--- config.mk ---
export PLATFORM = sky130hd
export DESIGN_NAME = traffic_ctrl_nway
export DESIGN_NICKNAME = d
export VERILOG_FILES = /design/src/rtl/traffic_ctrl_nway.sv
export SDC_FILE = /design/constraint.sdc
export NUM_CORES = 1
export LEC_CHECK = 0
export BUFFER_PORTS_ARGS = -buffer_cell sky130_fd_sc_hd__buf_2
export CAP_MARGIN = 20
export CORE_ASPECT_RATIO = 1.5
export CORE_MARGIN = 10
export CORE_UTILIZATION = 55
export DETAILED_ROUTE_END_ITERATION = 8
export GPL_ROUTABILITY_DRIVEN = 0
export PLACE_DENSITY_LB_ADDON = 0.3
export SYNTH_ARGS = -nofsm -noshare
export SYNTH_HDL_FRONTEND = slang
export SYNTH_SLANG_ARGS = --single-unit
--- constraint.sdc ---
create_clock -name clk -period 3.2 [get_ports clk]
set_clock_uncertainty 0.05 [all_clocks]
set_input_delay 0.16 -clock clk [delete_from_list [all_inputs] [get_ports clk]]
set_output_delay 0.16 -clock clk [all_outputs]
set_load 0.01 [all_outputs]
--- src/rtl/traffic_ctrl_nway.sv ---
// rtl/traffic_ctrl_nway.sv - N-way round-robin intersection light controller
module traffic_ctrl_nway #(
   parameter int N_WAYS     = 4,
   parameter int TIMER_W    = 16,
   parameter int GREEN_MIN  = 2500,
   parameter int GREEN_MAX  = 7500,
   parameter int YELLOW_CYC = 1500,
   parameter int ALLRED_CYC = 500,
   parameter int FLASH_HALF = 250
) (
   input  logic                        clk,
   input  logic                        rstn,
   input  logic [N_WAYS-1:0]           sensor,
   input  logic                        flash,
   output logic [N_WAYS-1:0]           green,
   output logic [N_WAYS-1:0]           yellow,
   output logic [N_WAYS-1:0]           red,
   output logic [$clog2(N_WAYS)-1:0]   active,
   output logic                        new_green
);

   localparam int AW = $clog2(N_WAYS);

   localparam logic [1:0] S_GREEN  = 2'd0;
   localparam logic [1:0] S_YELLOW = 2'd1;
   localparam logic [1:0] S_ALLRED = 2'd2;
   localparam logic [1:0] S_FLASH  = 2'd3;

   // Terminal counts: cnt is 0 on the entry cycle, so a phase of L cycles ends at L-1
   localparam logic [TIMER_W-1:0] C_GMIN1   = TIMER_W'(GREEN_MIN - 1);
   localparam logic [TIMER_W-1:0] C_GMAX1   = TIMER_W'(GREEN_MAX - 1);
   localparam logic [TIMER_W-1:0] C_YELLOW1 = TIMER_W'(YELLOW_CYC - 1);
   localparam logic [TIMER_W-1:0] C_ALLRED1 = TIMER_W'(ALLRED_CYC - 1);
   localparam logic [TIMER_W-1:0] C_FLASH1  = TIMER_W'(FLASH_HALF - 1);
   localparam logic [TIMER_W-1:0] C_ONE     = TIMER_W'(1);

   logic [1:0]         r_state;
   logic [AW-1:0]      r_cur;
   logic [AW-1:0]      r_nxt;
   logic [TIMER_W-1:0] r_cnt;
   logic               r_fphase;
   logic               r_new_green;

   logic [N_WAYS-1:0]  w_cur_mask;
   logic               w_other_demand;
   logic               w_cur_demand;
   logic               w_green_exit;
   logic [AW-1:0]      w_succ;
   logic               w_found;

   assign w_cur_mask     = N_WAYS'(1) << r_cur;
   assign w_other_demand = |(sensor & ~w_cur_mask);
   assign w_cur_demand   = |(sensor & w_cur_mask);
   // Leave green once the minimum has run and someone else waits, unless our own flow continues below the maximum
   assign w_green_exit   = (r_cnt >= C_GMIN1) && w_other_demand &&
                           (!w_cur_demand || (r_cnt == C_GMAX1));

   // Circular search for the first waiting approach after the current one
   always_comb begin
      int j;
      j       = 0;
      w_succ  = '0;
      w_found = 1'b0;
      for (int k = 1; k < N_WAYS; k++) begin
         j = int'(r_cur) + k;
         if (j >= N_WAYS) j = j - N_WAYS;
         if (!w_found && sensor[j]) begin
            w_found = 1'b1;
            w_succ  = AW'(j);
         end
      end
   end

   // Phase sequencer: night mode overrides everything, otherwise green/yellow/all-red rotation
   always_ff @(posedge clk or negedge rstn) begin
      if (!rstn) begin
         r_state     <= S_GREEN;
         r_cur       <= '0;
         r_nxt       <= '0;
         r_cnt       <= '0;
         r_fphase    <= 1'b0;
         r_new_green <= 1'b0;
      end else begin
         r_new_green <= 1'b0;
         if (flash) begin
            if (r_state != S_FLASH) begin
               r_state  <= S_FLASH;
               r_cnt    <= '0;
               r_fphase <= 1'b1;
            end else if (r_cnt == C_FLASH1) begin
               r_cnt    <= '0;
               r_fphase <= ~r_fphase;
            end else begin
               r_cnt <= r_cnt + C_ONE;
            end
         end else begin
            case (r_state)
               S_GREEN: begin
                  if (w_green_exit) begin
                     r_state <= S_YELLOW;
                     r_nxt   <= w_succ;
                     r_cnt   <= '0;
                  end else if (r_cnt != C_GMAX1) begin
                     r_cnt <= r_cnt + C_ONE;
                  end
               end
               S_YELLOW: begin
                  if (r_cnt == C_YELLOW1) begin
                     r_state <= S_ALLRED;
                     r_cnt   <= '0;
                  end else begin
                     r_cnt <= r_cnt + C_ONE;
                  end
               end
               S_ALLRED: begin
                  if (r_cnt == C_ALLRED1) begin
                     r_state     <= S_GREEN;
                     r_cur       <= r_nxt;
                     r_cnt       <= '0;
                     r_new_green <= 1'b1;
                  end else begin
                     r_cnt <= r_cnt + C_ONE;
                  end
               end
               S_FLASH: begin
                  // Leaving night mode always restarts the rotation at approach 0
                  r_state  <= S_ALLRED;
                  r_nxt    <= '0;
                  r_cnt    <= '0;
                  r_fphase <= 1'b0;
               end
               default: begin
                  r_state <= S_GREEN;
                  r_cnt   <= '0;
               end
            endcase
         end
      end
   end

   // Lamp decode from registered state only, so lamps never glitch on sensor changes
   always_comb begin
      green  = '0;
      yellow = '0;
      red    = '0;
      case (r_state)
         S_GREEN:  green  = w_cur_mask;
         S_YELLOW: yellow = w_cur_mask;
         S_FLASH:  yellow = {N_WAYS{r_fphase}};
         default:  ;
      endcase
      if (r_state != S_FLASH) red = ~(green | yellow);
   end

   assign active    = r_cur;
   assign new_green = r_new_green;

endmodule
==> results.json, run 1 <==
{
  "clkPwrFrac_pct": 40.7,
  "grt_pass1_wl_um": 6840,
  "drive_gt1_share_pct": 16.1,
  "wl_per_cell_um": 15.1,
  "syn_avg_cell_area_um2": 8.66,
  "clk_pin_slew_ns": 0.08,
  "synth_seq_cells": 24,
  "yosys_warnings": 0,
  "holdPathStages": 2,
  "fp.dieArea_um2": 5600,
  "grt-ovfl-total": 0,
  "rsz0062_at_grt": "false",
  "timing.fmax_ghz": 0.377,
  "slew-limit-headroom_pct": 62.3,
  "min_to": "r_state[0]",
  "regArea_um2": 601,
  "seqPwrFrac_pct": 49.3,
  "layout_common_cells": "nor2_1 (24), dfrtp_1 (24), buf_2 (21)",
  "synth_largest_area_cell": "dfrtp_1",
  "cts_made_buffers": 3,
  "die_w_um": 64.5,
  "io_buffers": 21,
  "min_path_type": "in2reg",
  "antenna_found_initial": 0,
  "crit_path_end_kind": "register",
  "syn_to_final_growth_pct": 13.4,
  "reg2reg_to": "r_cnt[0]",
  "power_frac_comb_pct": 10.0,
  "multiInputGateArea_um2": 978,
  "fin_crit_ns": 2.66,
  "synth_area_leaders": "dfrtp_1 (37%), nor2_1 (5.5%), ha_1 (4.6%), xnor2_1 (4.3%), nand2_1 (4.1%)",
  "hold_viol": 0,
  "synth_cell_types": 50,
  "max_cap_violations": 0,
  "insertion_delay_ns": 0.27,
  "worstPathMaxFanout": 16,
  "hold_start": "flash",
  "hpwlAfterDp_um": 2910,
  "crit_required_ns": 3.29,
  "internal_power_uw": 501,
  "power.leakage_uw": 0.000827,
  "crit_path_start_kind": "register",
  "netlist_area_um2": 1640,
  "io_pins": 22,
  "die_h_um": 86.8,
  "maxSlewViolCount": 0,
  "rows": 24,
  "fin_tns_setup_ns": 0,
  "grt_pass1_vias": 1546,
  "coreArea_um2": 2880,
  "nets": 225,
  "syn_nets": 202,
  "peakVddDrop_mv": 0.363,
  "ant_nets": 0,
  "finalSetupViolations": 0,
  "finalWirelength_um": 3770,
  "initial_core_util_pct": 56.8,
  "synth_edf_count": 0,
  "finish.utilization_pct": 64.4,
  "outcome": "finished, final reports clean",
  "path_class": "reg2reg",
  "root_buffer": "clkbuf_8",
  "whs_ns": 0.181,
  "route.detailed.drc": 0,
  "rr_startpoint": "r_cnt[0]",
  "h-tree-depth": 1,
  "clock-sinks": 24,
  "via_count": 1455,
  "synthCells": 189,
  "fin_crit_sh_pct": 83.0,
  "grt_max_degree": 25,
  "first_pass_iters": 4,
  "reg2reg_depth": 7,
  "r2r_setup_slack_ns": 0.54,
  "switching_share_pct": 22.0,
  "fillers": 249,
  "yosysSeqAreaShare_pct": 36.7,
  "drtIter0Drc": 124,
  "arrival_ns": 2.74,
  "antenna_cells": 0,
  "synth_top_area_share_pct": 36.7,
  "track_usage_pct": 14.5,
  "max_slew.worst_pin.slew_ns": 0.552,
  "cts_tree": "built",
  "drt-vias-per-instance": 5.82,
  "synthArstFlopShare_pct": 100,
  "p_switching_uw": 141,
  "yosys_most_used_dff": "dfrtp_1",
  "power.density_nw_per_um2": 346,
  "clock_path_buffers": 2,
  "cts_resized": 0
}
## sequential cells by signal, summed over array words and instances, names as in the netlist
register   count
active         2
r_state        2
r_nxt          2
r_cnt         16
new_green      1
r_fphase       1
## critical path, stage by stage, from the launching register on
cell and delay (ns):
dfrtp_1 0.43, ha_1 0.25, and4b_1 0.22, nand3_1 0.13, o41ai_1 0.58, a21boi_0 0.29, o221a_2 0.43, o21ai_0 0.15
## cell usage after synthesis, types with 2 or more instances
| cell | n |
|---|---|
| nor2_1 | 24 |
| dfrtp_1 | 24 |
| ha_1 | 6 |
| a21oi_1 | 6 |
| or2_2 | 2 |
| a22oi_1 | 2 |
| and2_1 | 4 |
| nor3_1 | 5 |
| and3_1 | 4 |
| o31ai_1 | 4 |
| or4_1 | 2 |
| a21o_1 | 2 |
| o21bai_1 | 2 |
| xnor2_1 | 8 |
| a211o_1 | 2 |
| a21boi_0 | 6 |
| mux2i_1 | 3 |
| inv_1 | 9 |
| clkbuf_1 | 3 |
| nand3_1 | 8 |
| xor2_1 | 7 |
| o21ai_0 | 5 |
| nand2_1 | 18 |
| mux2_4 | 2 |
| nor4_1 | 3 |
| nor2b_1 | 4 |
## power by group through the flow
stage	sequential, uW	clock (uW)	combinational [uW]
after global placement	322	0	60.2
after detailed placement	323	0	63.3
final	317	261	64.2
after floorplan	320	0	39.2
after global routing	318	276	73.1
after CTS	317	268	64.4
## worst max-delay path by stage
stage          slack, ns  cells past startpoint      start        end
6_report            0.54                      7   r_cnt[0]   r_cnt[0]
4_1_cts             0.54                      7   r_cnt[0]   r_cnt[0]
3_5_place_dp        0.57                      7   r_cnt[0]   r_cnt[0]
2_1_floorplan       0.87                     10  active[0]  r_cnt[10]
5_1_grt             0.28                      7   r_cnt[0]   r_cnt[0]
3_3_place_gp        0.78                      7   r_cnt[0]   r_cnt[0]
## area by class of cell
class	instances	share of cell area [%]
tap	39	2.63
timing repair buffer	22	6.20
clock inverter	1	1.62
inverter	11	2.23
clock buffer	3	2.23
sequential	24	32.4
multi-input combinational	150	52.7
## per-layer routing
| metal | global-route usage (%) | wire (um) | up-vias |
|---|---|---|---|
| met1 | 14.4 | 1430 | 686 |
| met2 | 27.2 | 1990 | 48 |
| met3 | 4.26 | 289 | 7 |
| met4 | 5.47 | 58 | 0 |
| met5 | 0 | 0 | - |
| li1 | - | - | 714 |
## through the flow
step	cell area [um^2]	cells	setup slack (ns)	total power (uW)
2_1_floorplan	1640	189	0.869	359
4_1_cts	1860	250	0.544	649
5_1_grt	1860	250	0.279	668
6_report	1860	250	0.545	642
3_5_place_dp	1770	245	0.567	386
3_3_place_gp	1770	245	0.782	382
## logic make-up (layout without fill, tap and decap cells)
family                   Yosys count  in the layout  synth area share [%]
buffers and inverters             15             37                  3.52
AO/OA/AOI/OAI                     38             38                  16.4
XOR/XNOR                          15             15                  8.03
AND/OR/NAND/NOR                   85             85                  26.5
multiplexers                       6              6                  4.36
adder cells (fa/ha/maj)            6              6                  4.59
flip-flops                        24             24                  36.7
## timing repair
| action | 4_1_cts | 5_1_grt |
|---|---|---|
| setup endpoints to repair | 0 | 0 |
| buffers inserted | 0 | 0 |
| hold buffers | 1 | 0 |
| hold endpoints to repair | 24 | 0 |
(Power assumes the default switching activity.)
==> inputs of run 2 (changes only) <==
- clock period: 3.2 -> 2.8 ns (I/O delays scaled with it)
==> results.json, run 2 (same netlist as run 1, synthesis figures left out) <==
{
  "outcome": "finished, final reports clean",
  "place_area_um2": 1770,
  "regArea_um2": 601,
  "hold_viol": 0,
  "syn_to_final_growth_pct": 13.8,
  "root_buffer": "clkbuf_8",
  "arrival_ns": 2.65,
  "rows": 24,
  "clock_path_buffers": 2,
  "io_pins": 22,
  "antenna_found_initial": 0,
  "via_count": 1462,
  "drt-vias-per-instance": 5.85,
  "finalSetupViolations": 0,
  "cts_setup_buffers": 0,
  "regMostFlops": "r_cnt",
  "grt_util_met2_pct": 27.2,
  "reg2reg_depth": 7,
  "grt-ovfl-total": 0,
  "coreArea_um2": 2880,
  "drtIter0Drc": 101,
  "antenna_cells": 0,
  "grt_use_met3_pct": 4.26,
  "worstSetupStartpoint": "r_cnt[0]",
  "die_h_um": 86.8,
  "grt_pass1_vias": 1546,
  "max_cap_violations": 0,
  "cts_tree": "built",
  "worstPathMaxFanout": 16,
  "r2r_setup_slack_ns": 0.24,
  "rr_startpoint": "r_cnt[0]",
  "io_buffers": 21,
  "nets": 225,
  "slew-limit-headroom_pct": 62.3,
  "grt_pass1_wl_um": 6840,
  "pre_cts_ws_ns": 0.167,
  "route.detailed.drc": 0,
  "reg2reg_to": "r_cnt[0]",
  "fp.dieArea_um2": 5600,
  "h-tree-depth": 1,
  "setup_ws_ns": 0.238,
  "initial_core_util_pct": 56.8,
  "layout_common_cells": "nor2_1 (24), dfrtp_1 (24), buf_2 (21)",
  "first_pass_iters": 4,
  "min_path_type": "in2reg",
  "fin_crit_ns": 2.56,
  "finalInstanceArea_um2": 1860,
  "endpoint": "r_cnt[0]",
  "busiest_layer": "met2",
  "fin_crit_sh_pct": 91.5,
  "insertion_delay_ns": 0.27,
  "path_class": "reg2reg",
  "max_slew.worst_pin.slew_ns": 0.552,
  "drive_gt1_share_pct": 16.6,
  "crit_required_ns": 2.89,
  "multiInputGateArea_um2": 986,
  "fillers": 250,
  "maxSlewViolCount": 0,
  "largest_reg_flops": 16,
  "cts_made_buffers": 3,
  "timing.fmax_ghz": 0.390,
  "die_w_um": 64.5,
  "clock-sinks": 24,
  "hpwlAfterDp_um": 2910,
  "met1_usage_pct": 14.4,
  "power.density_nw_per_um2": 394,
  "finalWirelength_um": 3790,
  "crit_path_start_kind": "register",
  "wl_per_cell_um": 15.2,
  "peakVddDrop_mv": 0.415,
  "ant_nets": 0,
  "track_usage_pct": 14.5,
  "grt_max_degree": 25,
  "crit_path_end_kind": "register",
  "clk_pin_slew_ns": 0.08,
  "power.leakage_uw": 0.000827
}
## run 2: cell type report
cell class              instances  area share (%)
multi-input cells             150            52.9
flip-flops and latches         24            32.2
repair buffers                 22            6.18
well taps                      39            2.62
clock buffers                   3            2.22
inverters                      11            2.22
clock inverters                 1            1.61
## run 2: through the flow
step / util [%] / hold slack, ns / setup TNS, ns / total power, uW / std cells
after floorplan: - / -0.206 / 0 / 410 / 189
after global placement: 61.5 / 0.0839 / 0 / 437 / 245
after detailed placement: 61.5 / 0.0949 / 0 / 441 / 245
after CTS: 64.4 / 0.151 / 0 / 742 / 250
after global routing: 64.6 / 0.181 / -0.0169 / 763 / 250
final: 64.6 / 0.171 / 0 / 735 / 250
## run 2: critical path, stage by stage (launching register included)
cell and delay (ns):
dfrtp_1 0.44, ha_1 0.26, and4b_1 0.22, nand3_1 0.15, o41ai_2 0.48, a21boi_0 0.28
o221a_2 0.43, o21ai_0 0.15
## run 2: per-layer routing
metal	up-vias	wire length [um]
met5	-	0
met4	0	58
met3	7	276
met2	51	2000
met1	691	1460
li1	713	-
## run 2: timing repair
item                                    CTS  global route
hold endpoints to repair                 24             0
endpoints found under the setup margin    0            16
resized for setup                         0             1
hold buffers                              1             0
## run 2: how the worst min path moves through the flow
stage / startpoint / endpoint / slack (ns) / cells past startpoint
after floorplan: rstn / active[0] / -0.21 / 0
after global placement: rstn / r_cnt[11] / 0.08 / 1
after detailed placement: rstn / r_cnt[11] / 0.09 / 1
after CTS: flash / r_state[0] / 0.15 / 2
after global routing: flash / r_state[0] / 0.18 / 2
final: flash / r_state[0] / 0.17 / 2
## run 2: where the power goes
group	internal (uW)	switching [uW]
Sequential	352	9.94
Combinational	29.1	44.1
Clock	191	108
==> inputs of run 3 (changes only) <==
- RECOVER_POWER: not set -> 50
==> results.json, run 3 (same netlist as run 1, synthesis figures left out) <==
{
  "place_area_um2": 1770,
  "h-tree-depth": 1,
  "min_to": "r_state[0]",
  "outcome": "finished, final reports clean",
  "power.density_nw_per_um2": 396,
  "hpwlAfterDp_um": 2910,
  "crit_required_ns": 2.89,
  "crit_path_start_kind": "register",
  "crit_path_end_kind": "register",
  "finalSetupViolations": 0,
  "drtIter0Drc": 137,
  "busiest_layer": "met2",
  "finalWirelength_um": 3790,
  "io_buffers": 21,
  "max_cap_violations": 0,
  "arrival_ns": 2.65,
  "first_pass_iters": 4,
  "power.leakage_uw": 0.000800,
  "initial_core_util_pct": 56.8,
  "worstPathMaxFanout": 16,
  "path_class": "reg2reg",
  "syn_to_final_growth_pct": 13.3,
  "cts_made_buffers": 3,
  "peakVddDrop_mv": 0.415,
  "maxSlewViolCount": 0,
  "holdPathStages": 2,
  "fin_crit_sh_pct": 91.5,
  "cts_setup_buffers": 0,
  "fin_crit_ns": 2.56,
  "grt_util_met2_pct": 27.2,
  "wl_per_cell_um": 15.2,
  "cts_tree": "built",
  "max_slew.worst_pin.slew_ns": 1.29,
  "ant_nets": 0,
  "hold_start": "flash",
  "dp.cells": 245,
  "clock-sinks": 24,
  "grt_pass1_wl_um": 6840,
  "total_power_uw": 735,
  "grt_use_met3_pct": 4.26,
  "slew-limit-headroom_pct": 14.1,
  "timing.fmax_ghz": 0.390,
  "io_pins": 22,
  "via_count": 1467,
  "reg2reg_to": "r_cnt[0]",
  "route.detailed.drc": 0,
  "fin_tns_setup_ns": 0,
  "fin_cells": 250,
  "drive_gt1_share_pct": 13.3,
  "track_usage_pct": 14.5,
  "grt_pass1_vias": 1546,
  "min_path_type": "in2reg",
  "coreArea_um2": 2880,
  "largest_reg_flops": 16,
  "antenna_cells": 0,
  "regMostFlops": "r_cnt",
  "finalInstanceArea_um2": 1850,
  "layout_common_cells": "nor2_1 (24), dfrtp_1 (24), nand2_1 (18)",
  "rows": 24,
  "drt-vias-per-instance": 5.87,
  "nets": 225,
  "met1_usage_pct": 14.4,
  "fp.dieArea_um2": 5600,
  "hold_viol": 0,
  "clock_path_buffers": 2,
  "clk_pin_slew_ns": 0.08,
  "rr_startpoint": "r_cnt[0]",
  "pre_cts_ws_ns": 0.167,
  "insertion_delay_ns": 0.27,
  "r2r_setup_slack_ns": 0.24,
  "grt_max_degree": 25,
  "grt-ovfl-total": 0,
  "root_buffer": "clkbuf_8",
  "reg2reg_depth": 7,
  "fillers": 254,
  "antenna_found_initial": 0,
  "die_h_um": 86.8,
  "setup_ws_ns": 0.237,
  "die_w_um": 64.5
}
==> run 3: cell count changes in the layout (fill, tap and decap cells not counted), sizes merged <==
cell    change
clkbuf      +7
buf         -7
==> run 3: per-stage QoR <==
step           utilization [%]  hold WS, ns
2_1_floorplan                -       -0.206
5_1_grt                   64.3        0.181
6_report                  64.3        0.170
3_3_place_gp              61.5       0.0839
3_5_place_dp              61.5       0.0949
4_1_cts                   64.4        0.151
==> run 3: final cells by class <==
class,instances,area (um^2),area share (%)
Multi-Input combinational cell,150,986,53.2
Sequential cell,24,601,32.4
Timing Repair Buffer,22,106,5.74
Tap cell,39,48.8,2.63
Clock buffer,3,41.3,2.23
Inverter,11,41.3,2.23
Clock inverter,1,30.0,1.62
==> run 3: worst max-delay path by stage <==
stage,slack (ns),from,end
after floorplan,0.47,active[0],r_cnt[10]
after global placement,0.38,r_cnt[0],r_cnt[0]
after detailed placement,0.17,r_cnt[0],r_cnt[0]
after CTS,0.14,r_cnt[0],r_cnt[0]
after global routing,-0.02,r_cnt[0],r_cnt[0]
final,0.24,r_cnt[0],r_cnt[0]
==> run 3: critical path, stage by stage (launching register included) <==
cell and delay [ns]:
dfrtp_1 0.44, ha_1 0.26, and4b_1 0.22, nand3_1 0.15, o41ai_2 0.48, a21boi_0 0.28, o221a_2 0.43, o21ai_0 0.15
==> run 3: per-layer routing <==
layer  part of all wire, %  vias up
met5                     0        -
met1                    38      693
li1                      -      712
met3                   7.8        7
met2                    53       55
met4                   1.5        0
==> run 3: power by group <==
part           internal, uW  switching (uW)
combinational          28.5            44.2
clock                   191             108
sequential              352            9.94
total                   572             163
==> run 3: repair_timing <==
item	CTS	global route
setup endpoints to repair	0	16
hold endpoints to repair	24	0
hold buffers	1	0
resized for setup	0	1
